File: config.mk
export PLATFORM = sky130hd
export DESIGN_NAME = timer_prescaler_ctrl
export DESIGN_NICKNAME = d
export VERILOG_FILES = /design/src/rtl/timer_pkg.sv /design/src/rtl/ext_clk_sync.sv /design/src/rtl/timer_prescaler_ctrl.sv
export SDC_FILE = /design/constraint.sdc
export NUM_CORES = 1
export LEC_CHECK = 0
export CORE_MARGIN = 2
export CORE_UTILIZATION = 45
export DETAILED_ROUTE_END_ITERATION = 8
export HOLD_SLACK_MARGIN = 0.12
export PLACE_DENSITY = 0.7
export SLEW_MARGIN = 0
export SYNTH_ARGS = -nofsm -noshare
export SYNTH_HDL_FRONTEND = slang
export SYNTH_HIERARCHICAL = 1
export SYNTH_SLANG_ARGS = --single-unit
File: constraint.sdc
create_clock -name clk -period 4.8 [get_ports clk]
set_clock_uncertainty 0.15 [all_clocks]
set_input_delay 0.96 -clock clk [delete_from_list [all_inputs] [get_ports clk]]
set_output_delay 0.96 -clock clk [all_outputs]
set_load 0.1 [all_outputs]
File: src/rtl/timer_pkg.sv
// Shared constants for the Timer0/Timer1 prescaler and clock-select logic.
package timer_pkg;

  typedef enum logic [2:0] {
    CS_STOP     = 3'b000,
    CS_CLK1     = 3'b001,
    CS_CLK8     = 3'b010,
    CS_CLK64    = 3'b011,
    CS_CLK256   = 3'b100,
    CS_CLK1024  = 3'b101,
    CS_EXT_FALL = 3'b110,
    CS_EXT_RISE = 3'b111
  } cs_e;

  localparam int unsigned PRESC_W_DEFAULT = 10;
  localparam int unsigned PRESC_MAX       = 1023;

  localparam int unsigned TAP_8    = 3;
  localparam int unsigned TAP_64   = 6;
  localparam int unsigned TAP_256  = 8;
  localparam int unsigned TAP_1024 = 10;

endpackage

File: src/rtl/ext_clk_sync.sv
// External timer pin synchronizer and edge detector with post-reset arm mask.
module ext_clk_sync
  import timer_pkg::*;
(
  input  logic clk,
  input  logic rst_n,
  input  logic pin,
  output logic rise,
  output logic fall
);

  logic       sync1;
  logic       sync2;
  logic       prev;
  logic [1:0] arm;
  logic       armed;

  always_ff @(posedge clk) begin
    if (!rst_n) begin
      sync1 <= 1'b0;
      sync2 <= 1'b0;
      prev  <= 1'b0;
      arm   <= '0;
    end else begin
      sync1 <= pin;
      sync2 <= sync1;
      prev  <= sync2;
      if (!armed)
        arm <= arm + 2'd1;
    end
  end

  // Edges are ignored until the synchronizer has flushed its reset values.
  assign armed = (arm == 2'd3);

  always_comb begin
    rise = armed & sync2 & ~prev;
    fall = armed & ~sync2 & prev;
  end

endmodule

File: src/rtl/timer_prescaler_ctrl.sv
// Shared prescaler counter and per-channel clock-select decode for Timer0/Timer1.
module timer_prescaler_ctrl
  import timer_pkg::*;
#(
  parameter int unsigned PRESC_W = PRESC_W_DEFAULT
) (
  input  logic               clk,
  input  logic               rst_n,
  input  logic [2:0]         cs0,
  input  logic [2:0]         cs1,
  input  logic               psr_wr,
  input  logic               t0_pin,
  input  logic               t1_pin,
  output logic               tick0,
  output logic               tick1,
  output logic [PRESC_W-1:0] presc_cnt
);

  logic rise0, fall0, rise1, fall1;
  logic tick0_d, tick1_d;

  // A pending prescaled tick is dropped when the prescaler is being cleared.
  function automatic logic tick_decode(input logic [2:0]         cs,
                                       input logic [PRESC_W-1:0] cnt,
                                       input logic               psr,
                                       input logic               rise,
                                       input logic               fall);
    logic t;
    t = 1'b0;
    case (cs_e'(cs))
      CS_STOP:     t = 1'b0;
      CS_CLK1:     t = 1'b1;
      CS_CLK8:     t = (&cnt[TAP_8-1:0])    & ~psr;
      CS_CLK64:    t = (&cnt[TAP_64-1:0])   & ~psr;
      CS_CLK256:   t = (&cnt[TAP_256-1:0])  & ~psr;
      CS_CLK1024:  t = (&cnt[TAP_1024-1:0]) & ~psr;
      CS_EXT_FALL: t = fall;
      CS_EXT_RISE: t = rise;
      default:     t = 1'b0;
    endcase
    return t;
  endfunction

  ext_clk_sync u_sync0 (
    .clk   (clk),
    .rst_n (rst_n),
    .pin   (t0_pin),
    .rise  (rise0),
    .fall  (fall0)
  );

  ext_clk_sync u_sync1 (
    .clk   (clk),
    .rst_n (rst_n),
    .pin   (t1_pin),
    .rise  (rise1),
    .fall  (fall1)
  );

  always_ff @(posedge clk) begin
    if (!rst_n)
      presc_cnt <= '0;
    else if (psr_wr)
      presc_cnt <= '0;
    else if (presc_cnt == PRESC_W'(PRESC_MAX))
      presc_cnt <= '0;
    else
      presc_cnt <= presc_cnt + 1'b1;
  end

  always_comb begin
    tick0_d = tick_decode(cs0, presc_cnt, psr_wr, rise0, fall0);
    tick1_d = tick_decode(cs1, presc_cnt, psr_wr, rise1, fall1);
  end

  always_ff @(posedge clk) begin
    if (!rst_n) begin
      tick0 <= 1'b0;
      tick1 <= 1'b0;
    end else begin
      tick0 <= tick0_d;
      tick1 <= tick1_d;
    end
  end

endmodule

# --- Yosys cells after proc, flatten, opt, wreduce, memory -nomap -nowiden ---
# Cells that the tools add are included.
totals:
  reg_bits: 22
  out_inout_bits: 12
  word_cells: 58
classes:
  addsub: 3
  n_eq_ne: 17
  n_mux: 2
  n_bitwise: 18
  n_reduce_logical: 7
op_table:
  columns: ["op", "count"]
  rows:
  - ["$eq A3 B3 Y1 const B", 8]
  - ["$pmux W1 S8", 2]
  - ["$and A1 B1 Y1", 12]
  - ["$eq A3 B2 Y1 const B", 4]
  - ["$add A10 B1 Y10 const B", 1]
  - ["$eq A10 B10 Y1 const B", 1]
  - ["$reduce_and A10 Y1", 1]
  - ["$reduce_and A8 Y1", 1]
  - ["$eq A3 B1 Y1 const B", 2]
  - ["$logic_not A3 Y1", 2]
  - ["$not A1 Y1", 6]
  - ["$reduce_and A6 Y1", 1]
  - ["$add A2 B1 Y2 const B", 2]
  - ["$eq A2 B2 Y1 const B", 2]
  - ["$reduce_and A3 Y1", 1]
  - ["$reduce_or A3 Y1", 1]

# --- Longest topological paths before layout ---
# Gate-level depths: netlist of the first run.
depth:
  word_depth: 4
  depth_mapped: 7
  ltp_nobuf: 7

# --- Modules after synthesis ---
# The synthesis of the first run kept the hierarchy.
by_module_without_submodules:
  columns: ["module", "instances", "cells_each", "area_each_um2", "seq_area_each_um2"]
  rows:
  - ["timer_prescaler_ctrl", 1, 74, 625.6, 240.2]
  - ["ext_clk_sync", 2, 16, 180.2, 100.1]

# --- Worst setup path after synthesis of the first run ---
# Ideal clock, no wire load.
synth_timing:
  path_kind: "reg2reg"
  from: "register presc_cnt[0]"
  to: "register presc_cnt[0]"
  setup_time_ns: 0.159
  arrival_time_ns: 2.155
  required_ns: 4.491
  slack_ns: 2.336
  stages_incl_launch_ff: 7
  cell_sequence: "dfxtp_1 -> ha_1 -> nand3_2 -> nor3_1 -> a311o_1 -> buf_4 -> nor2_1"
synth_via:
  elab_chain_len: 2
  elab_cells_between_ends: 3
  cone_classes: "add/sub (1); eq/ne (1); reduce/logical (1)"
synth_lines:
  columns: ["element", "line", "source"]
  rows:
  - ["start, declared", "timer_prescaler_ctrl.sv:16", "output logic [PRESC_W-1:0] presc_cnt"]
  - ["start signal, assigned", "timer_prescaler_ctrl.sv:68", "presc_cnt <= presc_cnt + 1'b1;"]
  - ["branches (longest 2 deep; another with $add A10 B1 Y10)", null, null]
# Parallel ways; which one is timed is not known.
# A chain may end at the register's enable or synchronous reset.

# --- Worst setup path in the final report of the first run ---
layout_timing:
  from: "register presc_cnt[6]"
  to: "output presc_cnt[6]"
# No word-level cell between the ends.

==> results of run 1 <==
-- cell usage after synthesis, drive strengths merged (2+ instances only) --
cell type / count
a21oi: 3
and2: 8
and3b: 2
dfxtp: 22
ha: 4
inv: 5
mux2i: 2
nand2: 8
nand3: 5
nand4: 2
nor2: 16
nor2b: 3
nor3: 3
xnor2: 8
-- metrics by stage --
step | area, um^2 | hold slack (ns) | cells
after floorplan | 985.9 | 0.2618 | 106
after global placement | 1232 | 0.2672 | 154
after detailed placement | 1232 | 0.2739 | 154
after CTS | 1285 | 0.3034 | 158
after global routing | 1285 | 0.3172 | 158
final | 1285 | 0.2987 | 158
-- kinds of logic after synthesis --
family                     Yosys count
and+or+nand+nor                     52
DFF                                 22
buffers and inverters                6
muxes                                2
AOI/OAI and AO/OA                   11
adders and majority gates            4
xor gates and xnor gates             9
-- area by class of cell --
cell class | count | area [um^2]
fillers | 175 | 737.0
clock inverters | 1 | 30.03
multi-input cells | 78 | 519.2
well taps | 27 | 33.78
repair buffers | 22 | 220.2
inverters | 5 | 18.77
flip-flops and latches | 22 | 440.4
clock buffers | 3 | 22.52
-- sequential cells by signal (all words and copies together), names as in the netlist --
register	count
u_sync0/prev	1
u_sync1/sync1	1
u_sync1/sync2	1
u_sync0/arm	2
tick1	1
u_sync0/sync2	1
u_sync1/prev	1
tick0	1
presc_cnt	10
u_sync1/arm	2
u_sync0/sync1	1
-- worst paths after layout --
path	from	to	slack [ns]	cells after the start
worst max-delay path	presc_cnt[6]$_SDFF_PP0_	presc_cnt[6]	1.74	1
worst min-delay path	u_sync1/sync1$_SDFF_PN0_	u_sync1/sync2$_SDFF_PN0_	0.30	1
worst max register to register	presc_cnt[0]$_SDFF_PP0_	presc_cnt[6]$_SDFF_PP0_	2.83	5
worst min register to register	u_sync1/sync1$_SDFF_PN0_	u_sync1/sync2$_SDFF_PN0_	0.30	1
-- metal layers --
layer / vias up / routed length, um
met5: - / 0
met4: 0 / 39
met3: 5 / 79
met2: 20 / 784
met1: 372 / 860
li1: 414 / -
-- layout by cell type (no fill, tap or decap), types with 2 or more instances in the layout --
cell type	n
inv_1	5
nor2_1	16
nand2_1	8
and3b_2	2
nor3_1	3
nor2b_1	3
mux2i_1	2
a21oi_1	3
clkdlybuf4s50_1	22
clkbuf_4	3
nand3_1	4
xnor2_1	8
dfxtp_1	22
ha_1	4
and2_1	8
-- power by group through the flow --
stage / clock network (W) / logic [W] / registers (W)
after floorplan: 0 / 0.0000273 / 0.000215
after global placement: 0 / 0.0000559 / 0.000204
after detailed placement: 0 / 0.0000577 / 0.000205
after CTS: 0.000145 / 0.0000582 / 0.000200
after global routing: 0.000153 / 0.0000642 / 0.000202
final: 0.000141 / 0.0000580 / 0.000200
==> impl_metrics.json, run 1 <==
{
  "synth_flop_cell": "dfxtp_1",
  "holdBufCountCts": 0,
  "peakVddDrop_mv": 0.2008,
  "utilization_pct": 63.55,
  "power_frac_seq_pct": 50.1,
  "place.gp.congestion": 0.7633,
  "slowest_delay_ns": 1.18,
  "setup_ws_ns": 1.737,
  "detail_route.wl_per_cell_um": 11.16,
  "yosysUniqueCellTypes": 31,
  "cts_made_buffers": 3,
  "slew_headroom_pct": 34.72,
  "htree_num_levels": 1,
  "cp_num_buf_inv": 1,
  "via_per_inst": 5.133,
  "period_needed_ns": 3.063,
  "slowest_stage": "clkdlybuf4s50_1",
  "busiest_layer": "met2",
  "finalWirelength_um": 1764,
  "tritoncts": "yes",
  "switching_share_pct": 23.53,
  "finalSetupViolCount": 0,
  "insertion_delay_ns": 0.31,
  "cts.sinks": 22,
  "synthAdderAreaFrac_pct": 5.076,
  "p_clk_share_pct": 35.3,
  "synth_edf_count": 0,
  "worst-slew-pin-transition_ns": 0.9761,
  "hold_viol": 0,
  "syn-num-nets": 121,
  "hpwl_um": 1359,
  "path_delay_family": "buffers and inverters",
  "drt-initial-drc-count": 15,
  "io_pins": 23,
  "clk_pin_slew_ns": 0.12,
  "antenna_found_initial": 0,
  "portBuffers": 22,
  "syn_to_final_growth_pct": 30.33,
  "internal-power_w": 0.0003054,
  "dr.pass1.iters": 4,
  "yosys_warnings": 6,
  "synth_xor_area_share_pct": 7.995,
  "fmax_mhz": 326.5,
  "post_cts_buffers": 0,
  "clk_path_buf_depth": 2,
  "fp.dieArea_um2": 2582,
  "power.leakage_nw": 0.4568,
  "syn_area_per_cell_um2": 9.301,
  "synthCells": 106,
  "fp.dieH_um": 50.81,
  "pre_cts_ws_ns": 2.082,
  "core_um2": 2022,
  "cp_data_required_time_ns": 3.69,
  "use_met1_pct": 18.99,
  "synth-compound-area-share_pct": 9.010,
  "vias": 811,
  "startpoint_type": "flip-flop",
  "maxCapViolations": 0,
  "initial_core_util_pct": 48.76,
  "grt_max_degree": 14,
  "grt_pass1_wl_um": 3236,
  "critPathMaxFanout": 6,
  "cp-end-kind": "output pin",
  "tns_ns": 0,
  "power_density_nw_per_um2": 310.8,
  "grt_util_all_layers_pct": 16.64,
  "ys_seq_elements": 22,
  "pwr-share-comb_pct": 14.5,
  "met3_usage_pct": 3.801,
  "drc": 0,
  "rsz0062_at_grt": "false",
  "grt_pass1_vias": 814,
  "overflow": 0,
  "synth_area_leaders": "dfxtp_1, xnor2_1, nor2_1",
  "run_status": "finished clean",
  "synthMuxAreaShare_pct": 2.030,
  "synth_top_area_share_pct": 44.67,
  "post-route-period-util_pct": 63.81,
  "nets": 147,
  "hp-class": "reg -> reg",
  "seq_area_frac_synth_pct": 44.67,
  "synth-async-reset-ratio_pct": 0,
  "num_rows": 16,
  "power.total_w": 0.0003994,
  "cp.arrival_ns": 1.95,
  "finalMaxSlewViolations": 0,
  "use_met2_pct": 28.95,
  "netSwitchingPower_w": 0.00009396,
  "synthesis.area_um2": 985.9,
  "synth_simple_gate_area_share_pct": 28.55,
  "path_class": "reg -> out",
  "clockRootBuffer": "clkbuf_4",
  "die_w_um": 50.81,
  "drive_gt1_share_pct": 6.870,
  "path_cells": "clkdlybuf4s50_1",
  "cts_resized": 0,
  "yosys.area.top_type": "dfxtp_1",
  "synth_top_family_by_area": "simple AND/OR/NAND/NOR gates",
  "ant_nets": 0,
  "diodes": 0
}
Power figures use the tool's default switching activity.
==> inputs of run 2 (changes only) <==
--- a/config.mk
+++ b/config.mk
@@ -6,7 +6,7 @@
 export NUM_CORES = 1
 export LEC_CHECK = 0
 export CORE_MARGIN = 2
-export CORE_UTILIZATION = 45
+export CORE_UTILIZATION = 43
 export DETAILED_ROUTE_END_ITERATION = 8
 export HOLD_SLACK_MARGIN = 0.12
 export PLACE_DENSITY = 0.7
==> constraint.sdc (replaced) <==
create_clock -name clk -period 2.6 [get_ports clk]
set_clock_uncertainty 0.15 [all_clocks]
set_input_delay 0.52 -clock clk [delete_from_list [all_inputs] [get_ports clk]]
set_output_delay 0.52 -clock clk [all_outputs]
set_load 0.1 [all_outputs]
==> run 2 against run 1 <==
Largest power group unchanged. Largest cell class unchanged. Critical path depth grew 4. Wire length rose by 1.0%. Die area grew 4.3%. Sequential power is 85% higher. Sequential cell count unchanged. Sequential share of layout area up 1.4 points. Combinational power increased by 83%.
==> impl_metrics.json, run 2 (synthesis gave the netlist of run 1 again) <==
{
  "clk_path_buf_depth": 2,
  "fmax_mhz": 515.6,
  "slowest_delay_ns": 0.46,
  "diodes": 0,
  "initial_core_util_pct": 45.00,
  "post_cts_buffers": 0,
  "instances_no_fill": 159,
  "finalWirelength_um": 1782,
  "dp_cells": 156,
  "overflow": 0,
  "startpoint_type": "flip-flop",
  "mostFrequentLayoutCells": "dfxtp_1, nor2_1, buf_4",
  "fp.dieArea_um2": 2692,
  "placed_cell_area_um2": 1211,
  "worst-slew-pin-transition_ns": 0.3846,
  "path_class": "reg -> reg",
  "run_status": "finished clean",
  "clockRootBuffer": "clkbuf_4",
  "tns_ns": 0,
  "setup_ws_ns": 0.6606,
  "grt_pass1_wl_um": 3084,
  "grt_max_degree": 12,
  "power_density_nw_per_um2": 506.4,
  "final_area_um2": 1234,
  "dr.pass1.iters": 4,
  "rsz0062_at_grt": "false",
  "slew_headroom_pct": 74.36,
  "cp.arrival_ns": 1.98,
  "clk_pin_slew_ns": 0.12,
  "cts_made_buffers": 3,
  "io_pins": 23,
  "max_flop_register": "presc_cnt",
  "power.leakage_nw": 0.4711,
  "slowest_stage": "a311o_1",
  "ant_nets": 0,
  "post-route-period-util_pct": 74.59,
  "peakVddDrop_mv": 0.3242,
  "layout_commonest_cell": "dfxtp_1",
  "grt_pass1_vias": 748,
  "insertion_delay_ns": 0.30,
  "place.gp.congestion": 0.7772,
  "critPathMaxFanout": 10,
  "via_per_inst": 5.113,
  "syn_to_final_growth_pct": 25.13,
  "core_um2": 2191,
  "cts_resized": 0,
  "cts.sinks": 22,
  "path_cells": "ha_1, nand3_2, nor3_1, a311o_1, nor2_1",
  "vias": 813,
  "finalMaxSlewViolations": 0,
  "drc": 0,
  "largest_register_ffs": 10,
  "maxCapViolations": 0,
  "drive_gt1_share_pct": 16.03,
  "period_needed_ns": 1.939,
  "htree_num_levels": 1,
  "hp-class": "reg -> reg",
  "antenna_found_initial": 0,
  "holdBufCountCts": 0,
  "nets": 148,
  "finalSetupViolCount": 0,
  "detail_route.wl_per_cell_um": 11.21,
  "cp_data_required_time_ns": 2.64,
  "biggestRegsByFlops": "presc_cnt: 10 flops, u_sync0/arm: 2 flops, u_sync1/arm: 2 flops",
  "cp-end-kind": "flip-flop",
  "drt-initial-drc-count": 11,
  "grt_util_all_layers_pct": 15.24,
  "tritoncts": "yes",
  "num_rows": 17,
  "die_w_um": 51.89,
  "portBuffers": 22,
  "hold_viol": 0,
  "fp.dieH_um": 51.89,
  "hpwl_um": 1366,
  "pre_cts_ws_ns": 0.4199
}
-- run 2: cell types whose count changed in the layout (fill, tap and decap cells not counted), sizes merged --
cell and change:
buf +13, bufinv -1, clkdlybuf4s50 -12
-- run 2: final cells by class --
type	count	area, um^2
Clock buffer	3	22.52
Fill cell	212	957.2
Inverter	5	18.77
Multi-Input combinational cell	78	519.2
Sequential cell	22	440.4
Tap cell	28	35.03
Timing Repair Buffer	23	197.7
-- run 2: final timing paths --
check,to,depth (start not counted),start,slack [ns]
max,presc_cnt[8]$_SDFF_PP0_,5,presc_cnt[0]$_SDFF_PP0_,0.66
min,u_sync0/sync2$_SDFF_PN0_,1,u_sync0/sync1$_SDFF_PN0_,0.29
max reg2reg,presc_cnt[8]$_SDFF_PP0_,5,presc_cnt[0]$_SDFF_PP0_,0.66
min reg2reg,u_sync0/sync2$_SDFF_PN0_,1,u_sync0/sync1$_SDFF_PN0_,0.29
-- run 2: through the flow --
step           util (%)  hold slack (ns)  power (W)
2_1_floorplan         -           0.2618  0.0004479
3_3_place_gp      55.28           0.2663  0.0004798
3_5_place_dp      55.28           0.2677  0.0004846
4_1_cts           56.31           0.2946  0.0006341
5_1_grt           56.31           0.3270  0.0006637
6_report          56.31           0.2931  0.0006248
-- run 2: routing by layer --
metal	track usage, %	routed length, um	part of all wire, %	vias to the layer above
met2	25.53	847	48	15
met1	18.56	842	47	379
li1	-	-	-	417
met3	2.586	74	4.2	2
met5	0	0	0	-
met4	7.895	17	0.95	0
-- run 2: worst max-delay path, delay by kind of cell (launching register included) --
family / cells / cell delay (ns)
DFF: 1 / 0.42
AOI/OAI and AO/OA: 1 / 0.46
adders and majority gates: 1 / 0.23
and+or+nand+nor: 3 / 0.57
-- run 2: power breakdown --
part	total [W]	internal [W]	switching (W)
Clock	0.000149	0.0000539	0.0000950
Sequential	0.000370	0.000358	0.0000120
Combinational	0.000106	0.0000496	0.0000563
Total	0.000625	0.000462	0.000163
==> inputs of run 3 (changes only) <==
--- a/config.mk
+++ b/config.mk
@@ -6,7 +6,7 @@
 export NUM_CORES = 1
 export LEC_CHECK = 0
 export CORE_MARGIN = 2
-export CORE_UTILIZATION = 43
+export CORE_UTILIZATION = 45
 export DETAILED_ROUTE_END_ITERATION = 8
 export HOLD_SLACK_MARGIN = 0.12
 export PLACE_DENSITY = 0.7
==> constraint.sdc (replaced) <==
create_clock -name clk -period 2 [get_ports clk]
set_clock_uncertainty 0.15 [all_clocks]
set_input_delay 0.4 -clock clk [delete_from_list [all_inputs] [get_ports clk]]
set_output_delay 0.4 -clock clk [all_outputs]
set_load 0.1 [all_outputs]
==> run 3 against run 2 <==
Setup slack got worse by 0.40 ns. Non-clock buffer count grew 4. Maximum frequency rose by 11%. Register-to-register slack got worse by 0.40 ns. Final cell count is 2.5% higher. Combinational power grew 46%. Via count is 1.8% higher. First-iteration DRC count increased by 91%. Die area decreased by 4.1%. Sequential cell count did not move. Hold slack gained 0.0075 ns. Power grew 40%.
==> impl_metrics.json, run 3 (synthesis gave the netlist of run 1 again) <==
{
  "drt-initial-drc-count": 21,
  "post-route-period-util_pct": 87.01,
  "placed_cell_area_um2": 1408,
  "holdBufCountCts": 0,
  "htree_num_levels": 1,
  "maxCapViolations": 0,
  "period_needed_ns": 1.740,
  "whs_ns": 0.3006,
  "hp-class": "reg -> reg",
  "fp.dieH_um": 50.81,
  "io_pins": 23,
  "peakVddDrop_mv": 0.6322,
  "cp-end-kind": "flip-flop",
  "drc": 0,
  "clockRootBuffer": "clkbuf_4",
  "via_per_inst": 5.080,
  "seq_area_um2": 457.9,
  "final_area_um2": 1444,
  "finalWirelength_um": 1922,
  "multi_input_area_um2": 519.2,
  "nets": 152,
  "finalMaxSlewViolations": 0,
  "mostFrequentLayoutCells": "nor2_1, buf_12, dfxtp_1",
  "cp.arrival_ns": 1.80,
  "hold_viol": 0,
  "largest_register_ffs": 10,
  "biggestRegsByFlops": "presc_cnt: 10 flops, u_sync0/arm: 2 flops, u_sync1/arm: 2 flops",
  "diodes": 0,
  "grt_pass1_vias": 751,
  "hold_depth": 1,
  "drive_gt1_share_pct": 26.47,
  "grt_util_all_layers_pct": 16.66,
  "place.gp.congestion": 0.8333,
  "slew_headroom_pct": 79.52,
  "power_density_nw_per_um2": 606.9,
  "utilization_pct": 71.41,
  "grt_max_degree": 13,
  "finalSetupViolCount": 0,
  "worst-slew-pin-transition_ns": 0.3049,
  "detail_route.wl_per_cell_um": 11.79,
  "syn_to_final_growth_pct": 46.45,
  "post_cts_buffers": 0,
  "rsz0062_at_grt": "false",
  "num-fill-cells": 148,
  "power.leakage_nw": 0.5357,
  "core_um2": 2022,
  "power.total_w": 0.0008763,
  "cp_data_required_time_ns": 2.06,
  "cts.sinks": 22,
  "critPathMaxFanout": 6,
  "vias": 828,
  "clk_path_buf_depth": 2,
  "cts_resized": 0,
  "worst_r2r_path_depth": 6,
  "fp.dieArea_um2": 2582,
  "run_status": "finished clean",
  "tns_ns": 0,
  "tritoncts": "yes",
  "max_flop_register": "presc_cnt",
  "fmax_mhz": 574.7,
  "hpwl_um": 1455,
  "portBuffers": 22,
  "slowest_delay_ns": 0.40,
  "ant_nets": 0,
  "path_class": "reg -> reg",
  "path_cells": "ha_1, nand3_2, nor3_1, a311o_1, buf_4, nor2_1",
  "slowest_stage": "dfxtp_4",
  "cts_made_buffers": 3,
  "num_rows": 16,
  "clk_pin_slew_ns": 0.12,
  "dr.pass1.iters": 4,
  "layout_commonest_cell": "nor2_1",
  "startpoint_type": "flip-flop",
  "initial_core_util_pct": 48.76,
  "grt_pass1_wl_um": 3222,
  "die_w_um": 50.81,
  "antenna_found_initial": 0,
  "overflow": 0,
  "insertion_delay_ns": 0.30
}
[run 3: layout make-up]
cell class	count	area share, %
sequential	22	31.72
multi-input combinational	78	35.96
clock buffer	4	2.513
inverter	5	1.300
timing repair buffer	27	26.17
tap	27	2.340
[run 3: stage by stage]
stage          worst slack (ns)  std cells
3_3_place_gp            0.08736        159
6_report                 0.2599        163
2_1_floorplan            0.1271        106
3_5_place_dp            0.05318        159
4_1_cts                  0.2816        163
5_1_grt                  0.1397        163
[run 3: final timing paths]
| kind | slack [ns] | start | end |
|---|---|---|---|
| max | 0.26 | presc_cnt[0]$_SDFF_PP0_ | presc_cnt[4]$_SDFF_PP0_ |
| min | 0.30 | u_sync1/sync1$_SDFF_PN0_ | u_sync1/sync2$_SDFF_PN0_ |
| max reg2reg | 0.26 | presc_cnt[0]$_SDFF_PP0_ | presc_cnt[4]$_SDFF_PP0_ |
| min reg2reg | 0.30 | u_sync1/sync1$_SDFF_PN0_ | u_sync1/sync2$_SDFF_PN0_ |
[run 3: worst max-delay path: cells and delay by family, from the launching register on]
kind	cells	cell delay, ns
flip-flops	1	0.40
adder cells (fa/ha/maj)	1	0.24
AND/OR/NAND/NOR	3	0.46
buffers and inverters	1	0.15
AO/OA/AOI/OAI	1	0.25
[run 3: power breakdown]
group,switching (W),leakage (nW),total [W],internal (W)
Combinational,0.0000764,0.329,0.000155,0.0000786
Sequential,0.0000177,0.186,0.000482,0.000464
Clock,0.000129,0.0210,0.000240,0.000111
Total,0.000223,0.536,0.000876,0.000654
[run 3: metal layers]
| layer | vias up | track usage (%) | routed length [um] |
|---|---|---|---|
| met5 | - | 0 | 0 |
| met4 | 0 | 9.009 | 54 |
| met3 | 8 | 4.094 | 104 |
| met2 | 22 | 25.44 | 892 |
| met1 | 371 | 21.63 | 871 |
| li1 | 427 | - | - |
